$ cat config.mk
export PLATFORM = sky130hd
export DESIGN_NAME = pfc_pwm_sequencer_flat
export DESIGN_NICKNAME = d
export VERILOG_FILES = /design/src/rtl/pfc_pwm_sequencer_if.sv /design/src/rtl/pfc_pwm_sequencer.sv /design/src/flat_wrapper.sv
export SDC_FILE = /design/constraint.sdc
export NUM_CORES = 1
export LEC_CHECK = 0
export CORE_UTILIZATION = 60
export DETAILED_ROUTE_END_ITERATION = 8
export PLACE_DENSITY = 0.89
export REMOVE_ABC_BUFFERS = 1
export SETUP_SLACK_MARGIN = 0.3
export SKIP_CTS_REPAIR_TIMING = 1
export SLEW_MARGIN = 5
export SYNTH_ARGS = -nofsm -noshare
export SYNTH_HDL_FRONTEND = slang
export SYNTH_SLANG_ARGS = --single-unit
$ cat constraint.sdc
create_clock -name clk -period 3.8 [get_ports clk]
set_input_delay 1.14 -clock clk [delete_from_list [all_inputs] [get_ports clk]]
set_output_delay 1.14 -clock clk [all_outputs]
set_load 0.01 [all_outputs]
$ cat src/rtl/pfc_pwm_sequencer_if.sv
// Duty-word update bus for the PFC PWM sequencer.
// Carries the three leg compare words and their capture strobe.
interface pfc_pwm_sequencer_if #(
  parameter int CNT_W = 12
);
  logic [CNT_W-1:0] duty_a;
  logic [CNT_W-1:0] duty_b;
  logic [CNT_W-1:0] duty_c;
  logic             duty_valid;

  modport master (
    output duty_a, duty_b, duty_c, duty_valid
  );

  modport slave (
    input duty_a, duty_b, duty_c, duty_valid
  );
endinterface

$ cat src/rtl/pfc_pwm_sequencer.sv
// Three-leg center-aligned PWM sequencer for a PFC stage.
// Shadowed duties, per-leg dead time and IDLE/ARM/RUN/TRIP control.
module pfc_pwm_sequencer #(
  parameter int CNT_W  = 12,
  parameter int PERIOD = 2499,
  parameter int DT     = 50
) (
  input  logic               clk,
  input  logic               reset,
  input  logic               clk_enable,
  input  logic               run,
  input  logic               fault,
  pfc_pwm_sequencer_if.slave duty_bus,
  output logic               UP_L1,
  output logic               DW_L1,
  output logic               UP_L2,
  output logic               DW_L2,
  output logic               UP_L3,
  output logic               DW_L3,
  output logic               ce_out,
  output logic [1:0]         state
);

  typedef enum logic [1:0] {
    IDLE = 2'd0,
    ARM  = 2'd1,
    RUN  = 2'd2,
    TRIP = 2'd3
  } state_t;

  localparam logic [CNT_W-1:0] PEAK  = CNT_W'(PERIOD);
  localparam logic [7:0]       DT_LD = 8'(DT);

  state_t           st;
  logic [1:0]       rst_q;
  logic [CNT_W-1:0] cnt;
  logic             dir_up;
  logic [CNT_W-1:0] din  [3];
  logic [CNT_W-1:0] nxt  [3];
  logic [CNT_W-1:0] pend [3];
  logic [CNT_W-1:0] act  [3];
  logic [7:0]       dtc  [3];
  logic [2:0]       ref_x;
  logic [2:0]       ref_q;
  logic [2:0]       ld_ref;
  logic [2:0]       up;
  logic [2:0]       dw;
  logic             live;
  logic             spin;
  logic             valley;
  logic             stop;

  assign din[0] = duty_bus.duty_a;
  assign din[1] = duty_bus.duty_b;
  assign din[2] = duty_bus.duty_c;

  assign live   = clk_enable && rst_q[1];
  assign spin   = (st == ARM) || (st == RUN);
  assign valley = spin && (cnt == '0);
  assign stop   = (st == RUN) && valley && !run;
  assign ce_out = clk_enable && valley;
  assign state  = st;

  always_comb begin
    for (int i = 0; i < 3; i++) begin
      nxt[i]    = duty_bus.duty_valid ? din[i] : pend[i];
      ref_x[i]  = cnt < act[i];
      ld_ref[i] = nxt[i] != '0;
    end
  end

  // Release is delayed two edges so the first enabled edge is clean.
  always_ff @(posedge clk or negedge reset) begin
    if (!reset) begin
      rst_q <= '0;
    end else begin
      rst_q <= {rst_q[0], 1'b1};
    end
  end

  always_ff @(posedge clk or negedge reset) begin
    if (!reset) begin
      st     <= IDLE;
      cnt    <= '0;
      dir_up <= 1'b1;
    end else if (live) begin
      unique case (1'b1)
        fault: st <= TRIP;
        !fault && st == IDLE: if (run) st <= ARM;
        !fault && st == ARM:  if (valley) st <= RUN;
        !fault && st == RUN:  if (stop) st <= IDLE;
        !fault && st == TRIP: if (!run) st <= IDLE;
        default: st <= st;
      endcase
      if (!spin || fault || stop) begin
        cnt    <= '0;
        dir_up <= 1'b1;
      end else if (dir_up) begin
        if (cnt == PEAK) begin
          cnt    <= PEAK - 1'b1;
          dir_up <= 1'b0;
        end else begin
          cnt <= cnt + 1'b1;
        end
      end else if (cnt == '0) begin
        cnt    <= CNT_W'(1);
        dir_up <= 1'b1;
      end else begin
        cnt <= cnt - 1'b1;
      end
    end
  end

  always_ff @(posedge clk or negedge reset) begin
    if (!reset) begin
      for (int i = 0; i < 3; i++) begin
        pend[i] <= '0;
        act[i]  <= '0;
      end
    end else if (live) begin
      for (int i = 0; i < 3; i++) begin
        if (duty_bus.duty_valid) pend[i] <= din[i];
        if (valley) act[i] <= nxt[i];
      end
    end
  end

  // The ARM valley seeds each leg from its incoming duty, skipping dead time.
  always_ff @(posedge clk or negedge reset) begin
    if (!reset) begin
      up    <= '0;
      dw    <= '0;
      ref_q <= '0;
      for (int i = 0; i < 3; i++) dtc[i] <= '0;
    end else if (live) begin
      for (int i = 0; i < 3; i++) begin
        if (fault || stop || st == IDLE || st == TRIP) begin
          up[i]  <= 1'b0;
          dw[i]  <= 1'b0;
          dtc[i] <= '0;
        end else if (st == ARM) begin
          up[i]    <= valley && ld_ref[i];
          dw[i]    <= valley && !ld_ref[i];
          ref_q[i] <= ld_ref[i];
          dtc[i]   <= '0;
        end else if (ref_x[i] != ref_q[i]) begin
          up[i]    <= 1'b0;
          dw[i]    <= 1'b0;
          ref_q[i] <= ref_x[i];
          dtc[i]   <= DT_LD;
        end else if (dtc[i] == 8'd1) begin
          up[i]  <= ref_q[i];
          dw[i]  <= !ref_q[i];
          dtc[i] <= '0;
        end else if (dtc[i] != '0) begin
          dtc[i] <= dtc[i] - 8'd1;
        end
      end
    end
  end

  assign UP_L1 = up[0];
  assign DW_L1 = dw[0];
  assign UP_L2 = up[1];
  assign DW_L2 = dw[1];
  assign UP_L3 = up[2];
  assign DW_L3 = dw[2];

endmodule

$ cat src/flat_wrapper.sv
// flat-port wrapper written by rule: the top's interface ports become plain ports
module pfc_pwm_sequencer_flat 
#(
  parameter int CNT_W  = 12,
  parameter int PERIOD = 2499,
  parameter int DT     = 50
)
  (clk, reset, clk_enable, run, fault, UP_L1, DW_L1, UP_L2, DW_L2, UP_L3, DW_L3, ce_out, state, duty_bus_duty_a, duty_bus_duty_b, duty_bus_duty_c, duty_bus_duty_valid);
  pfc_pwm_sequencer_if #(.CNT_W(CNT_W)) duty_bus_i ();
  input  logic clk;
  input  logic reset;
  input  logic clk_enable;
  input  logic run;
  input  logic fault;
  output logic UP_L1;
  output logic DW_L1;
  output logic UP_L2;
  output logic DW_L2;
  output logic UP_L3;
  output logic DW_L3;
  output logic ce_out;
  output logic [1:0] state;
  input wire logic [$bits(duty_bus_i.duty_a)-1:0] duty_bus_duty_a;
  input wire logic [$bits(duty_bus_i.duty_b)-1:0] duty_bus_duty_b;
  input wire logic [$bits(duty_bus_i.duty_c)-1:0] duty_bus_duty_c;
  input wire logic [$bits(duty_bus_i.duty_valid)-1:0] duty_bus_duty_valid;
  assign duty_bus_i.duty_a = duty_bus_duty_a;
  assign duty_bus_i.duty_b = duty_bus_duty_b;
  assign duty_bus_i.duty_c = duty_bus_duty_c;
  assign duty_bus_i.duty_valid = duty_bus_duty_valid;
  pfc_pwm_sequencer #(.CNT_W(CNT_W), .PERIOD(PERIOD), .DT(DT)) u_core (.clk(clk), .reset(reset), .clk_enable(clk_enable), .run(run), .fault(fault), .duty_bus(duty_bus_i), .UP_L1(UP_L1), .DW_L1(DW_L1), .UP_L2(UP_L2), .DW_L2(DW_L2), .UP_L3(UP_L3), .DW_L3(DW_L3), .ce_out(ce_out), .state(state));
endmodule
==> reports/metrics.yaml <==
sta:
  hold_ws_ps: 355
  rsz0062_at_grt: "false"
  final.setup_skew_ps: 6.76
  final.min_clock_period_ps: 3340
  timing.final.crit_share: 0.878
  tightestPinTransition_ps: 910
  setup_violations: 0
  slew_violations: 0
  slew_margin_rel: 0.388
  hold_violations: 0
  achievable-frequency_mhz: 300
  setup-tns-final_ps: 0
synthesis:
  avgSynthCellArea_um2: 9.34
  synth-main-ff-cell: "sky130_fd_sc_hd__dfrtp_1"
  ys_ff_latch: 122
  synth.lib_cells_used.distinct: 74
  number_of_synthesized_flops_with_an_enable_pin: 0
  async_set_or_reset_flop_fraction_in_the_synthesized_netlist: 1.00
  number_of_cells_produced_by_synthesis: 802
  synthesis.yosys.warnings: 0
  seq_area_frac_synth: 0.408
  post_synthesis_cell_area_mm2: 0.00749
floorplan:
  floorplan.initialDensity: 0.618
  boundaryPins: 51
  fp.coreArea_mm2: 0.0121
  die_footprint_mm2: 0.0129
  die_height_um: 114
  num_rows: 40
  floorplan.die.width_um: 114
placement:
  hpwl_um: 12400
  placed_instances: 1006
  placement.io_buffers: 50
  gp_routability_congestion: 0.935
power_and_ir_drop:
  pwr_per_cell_area_mw_per_mm2: 684
  leakage_nw: 4.16
  power_frac_clock: 0.270
  cellInternalPower_mw: 3.70
  power_mw: 6.07
  share_seq_of_total_power: 0.331
  power.share.switching: 0.390
  net_switching_component_of_the_power_mw: 2.37
  share_comb_of_total_power: 0.398
  vdd.ir_drop.worst_v: 0.000375
finish:
  layout_commonest_cell: "sky130_fd_sc_hd__dfrtp_1"
  multiInputGateArea_mm2: 0.00409
  areaGrowthSynthToFinish_pct: 18.5
  final_layout_size_suffix_gt1_frac: 0.137
  nets_final: 956
  final_cell_count_no_fill: 1042
  n_fill_cell: 827
  antenna_cells: 0
  mostFrequentLayoutCells: "sky130_fd_sc_hd__dfrtp_1, sky130_fd_sc_hd__nand2_1, sky130_fd_sc_hd__o21ai_0"
  sequential_cell_area_mm2: 0.00306
global_route:
  gr-usage-all-layers: 0.302
  grt_pass1_vias: 6378
  met1_usage: 0.391
  met3_demand_to_capacity_share_in_global_routing: 0.0749
  grt.busiest_layer: "met2"
  gr-usage-met2: 0.478
  antenna_violations_before_repair: 0
  grt_start_max_net_pins: 73
  globalRouteOverflowTotal: 0
  wire_length_of_the_first_global_routing_pass_um: 30500
route:
  via_count: 6476
  wl_um: 18100
  drcViolationCount: 0
  final_antenna_net_count: 0
  post_drt_via_cell_ratio: 6.21
  route.detailed.wl_per_inst_um: 17.4
  detail_route.iter0.violations: 611
  drt-pass1-iter-count: 5
clock_tree:
  clock_insertion_delay_worst_skew_ps: 420
  cts_root_buf: "sky130_fd_sc_hd__clkbuf_16"
  h_tree_levels: 4
  tritoncts_clock_tree: "built"
  clkTransAtPathRegs_ps: 60
  cts_made_buffers: 17
  ctsLongestPathBuffers: 2
  numClockSinks: 122
critical_path:
  worstPathArrival_ps: 3640
  crit-reg2reg-launch: "u_core.cnt[4]"
  worstPathBufferInverterCount: 2
  cp_common_cell: "sky130_fd_sc_hd__a21o_1"
  master_of_the_slowest_instance_on_the_critical_path: "sky130_fd_sc_hd__dfrtp_2"
  reg2reg_setup_slack_ps: 460
  worstPathCellList: "buf_4 > ha_1 > a21o_1 > a21o_1 > a21o_1 > a21oi_1 > o211a_1 > inv_1 > ha_1 > or2_2 > nor2_1 > o211a_1 > nand2b_4 > nor2_2 > a22o_1"
  worst_path_dominant_cell_family: "compound AO/OA/AOI/OAI gates"
  crit_path_max_incr_delay_ps: 460
  worstSetupPathType: "reg -> reg"
  regToRegEndpoint: "u_core.dw[0]"
  timing.critical_path.required_ps: 4110
  crit_path_max_fanout: 8
  critical_path_depth: 15
  crit_path_end_kind: "flop"
  rr_worst_depth: 15
  timing.critical_path.from_type: "flop"
outcome:
  status: "finished clean"
hold_path:
  worst_hold_startpoint: "u_core.rst_q[0]"
  hold-path-endpoint: "u_core.rst_q[1]"
  timing.hold.worst.class: "reg -> reg"
  hold_path_depth: 0
job:
  maxCapViolations: 0
==> Yosys cell counts, types with 10 or more instances <==
library cell | n | area, um2
sky130_fd_sc_hd__a21oi_1 | 34 | 170
sky130_fd_sc_hd__o21ai_1 | 11 | 55.1
sky130_fd_sc_hd__nor3_1 | 16 | 80.1
sky130_fd_sc_hd__clkbuf_1 | 27 | 101
sky130_fd_sc_hd__mux2i_1 | 38 | 380
sky130_fd_sc_hd__a21o_1 | 14 | 105
sky130_fd_sc_hd__nor4_1 | 17 | 106
sky130_fd_sc_hd__inv_1 | 62 | 233
sky130_fd_sc_hd__nor2_1 | 44 | 165
sky130_fd_sc_hd__ha_1 | 52 | 651
sky130_fd_sc_hd__mux2_2 | 37 | 417
sky130_fd_sc_hd__dfrtp_1 | 121 | 3030
sky130_fd_sc_hd__o21ai_0 | 67 | 335
sky130_fd_sc_hd__nand3_1 | 33 | 165
sky130_fd_sc_hd__a31oi_1 | 10 | 62.6
sky130_fd_sc_hd__nand2_1 | 80 | 300
==> cells by family after synthesis <==
| family | share of synthesized area |
|---|---|
| and+or+nand+nor | 0.170 |
| AOI/OAI and AO/OA | 0.169 |
| DFF | 0.408 |
| buffers and inverters | 0.0501 |
| muxes | 0.106 |
| adders and majority gates | 0.0869 |
| xor gates and xnor gates | 0.00935 |
| other | 0.000501 |
==> worst max path at each step <==
stage	from	end	slack, ps
floorplan	clk_enable	u_core.act[0]	700
global placement	clk_enable	ce_out	340
detailed placement	clk_enable	ce_out	290
CTS	u_core.cnt[0]	ce_out	90
global route	u_core.cnt[5]	u_core.dtc[15]	330
finish	u_core.cnt[4]	u_core.dw[0]	460
==> metal layers <==
layer | vias up | share of wire
li1 | 3028 | -
met1 | 3116 | 0.42
met2 | 283 | 0.47
met3 | 49 | 0.069
met4 | 0 | 0.034
met5 | - | 0
==> area by class of cell <==
class | instances | area share
clock inverter | 14 | 0.0195
inverter | 63 | 0.0266
tap | 168 | 0.0237
clock buffer | 17 | 0.0479
multi-input combinational | 585 | 0.461
sequential | 122 | 0.345
timing repair buffer | 73 | 0.0767
==> state kept, by name, summed over array words and instances, names as in the netlist <==
register	count
u_core.dir_up	1
u_core.cnt	12
u_core.dtc	24
u_core.ref_q	3
u_core.up	3
u_core.act	36
u_core.state	2
u_core.dw	3
u_core.rst_q	2
u_core.pend	36
==> power by group through the flow <==
| stage | Sequential (mW) | Combinational, mW | Clock, mW |
|---|---|---|---|
| 6_report | 2.01 | 2.42 | 1.64 |
| 3_5_place_dp | 2.00 | 2.29 | 0 |
| 4_1_cts | 2.00 | 2.35 | 1.65 |
| 5_1_grt | 2.06 | 2.70 | 1.72 |
| 3_3_place_gp | 1.99 | 2.19 | 0 |
| 2_1_floorplan | 1.93 | 1.68 | 0 |
==> metrics by stage <==
step / instance area [um2] / worst slack, ps / util
final: 8880 / 463 / 0.733
after floorplan: 7350 / 702 / -
after CTS: 8800 / 91.1 / 0.727
after global placement: 8210 / 335 / 0.677
after detailed placement: 8210 / 289 / 0.677
after global routing: 8880 / 326 / 0.733
(Power assumes the default switching activity.)
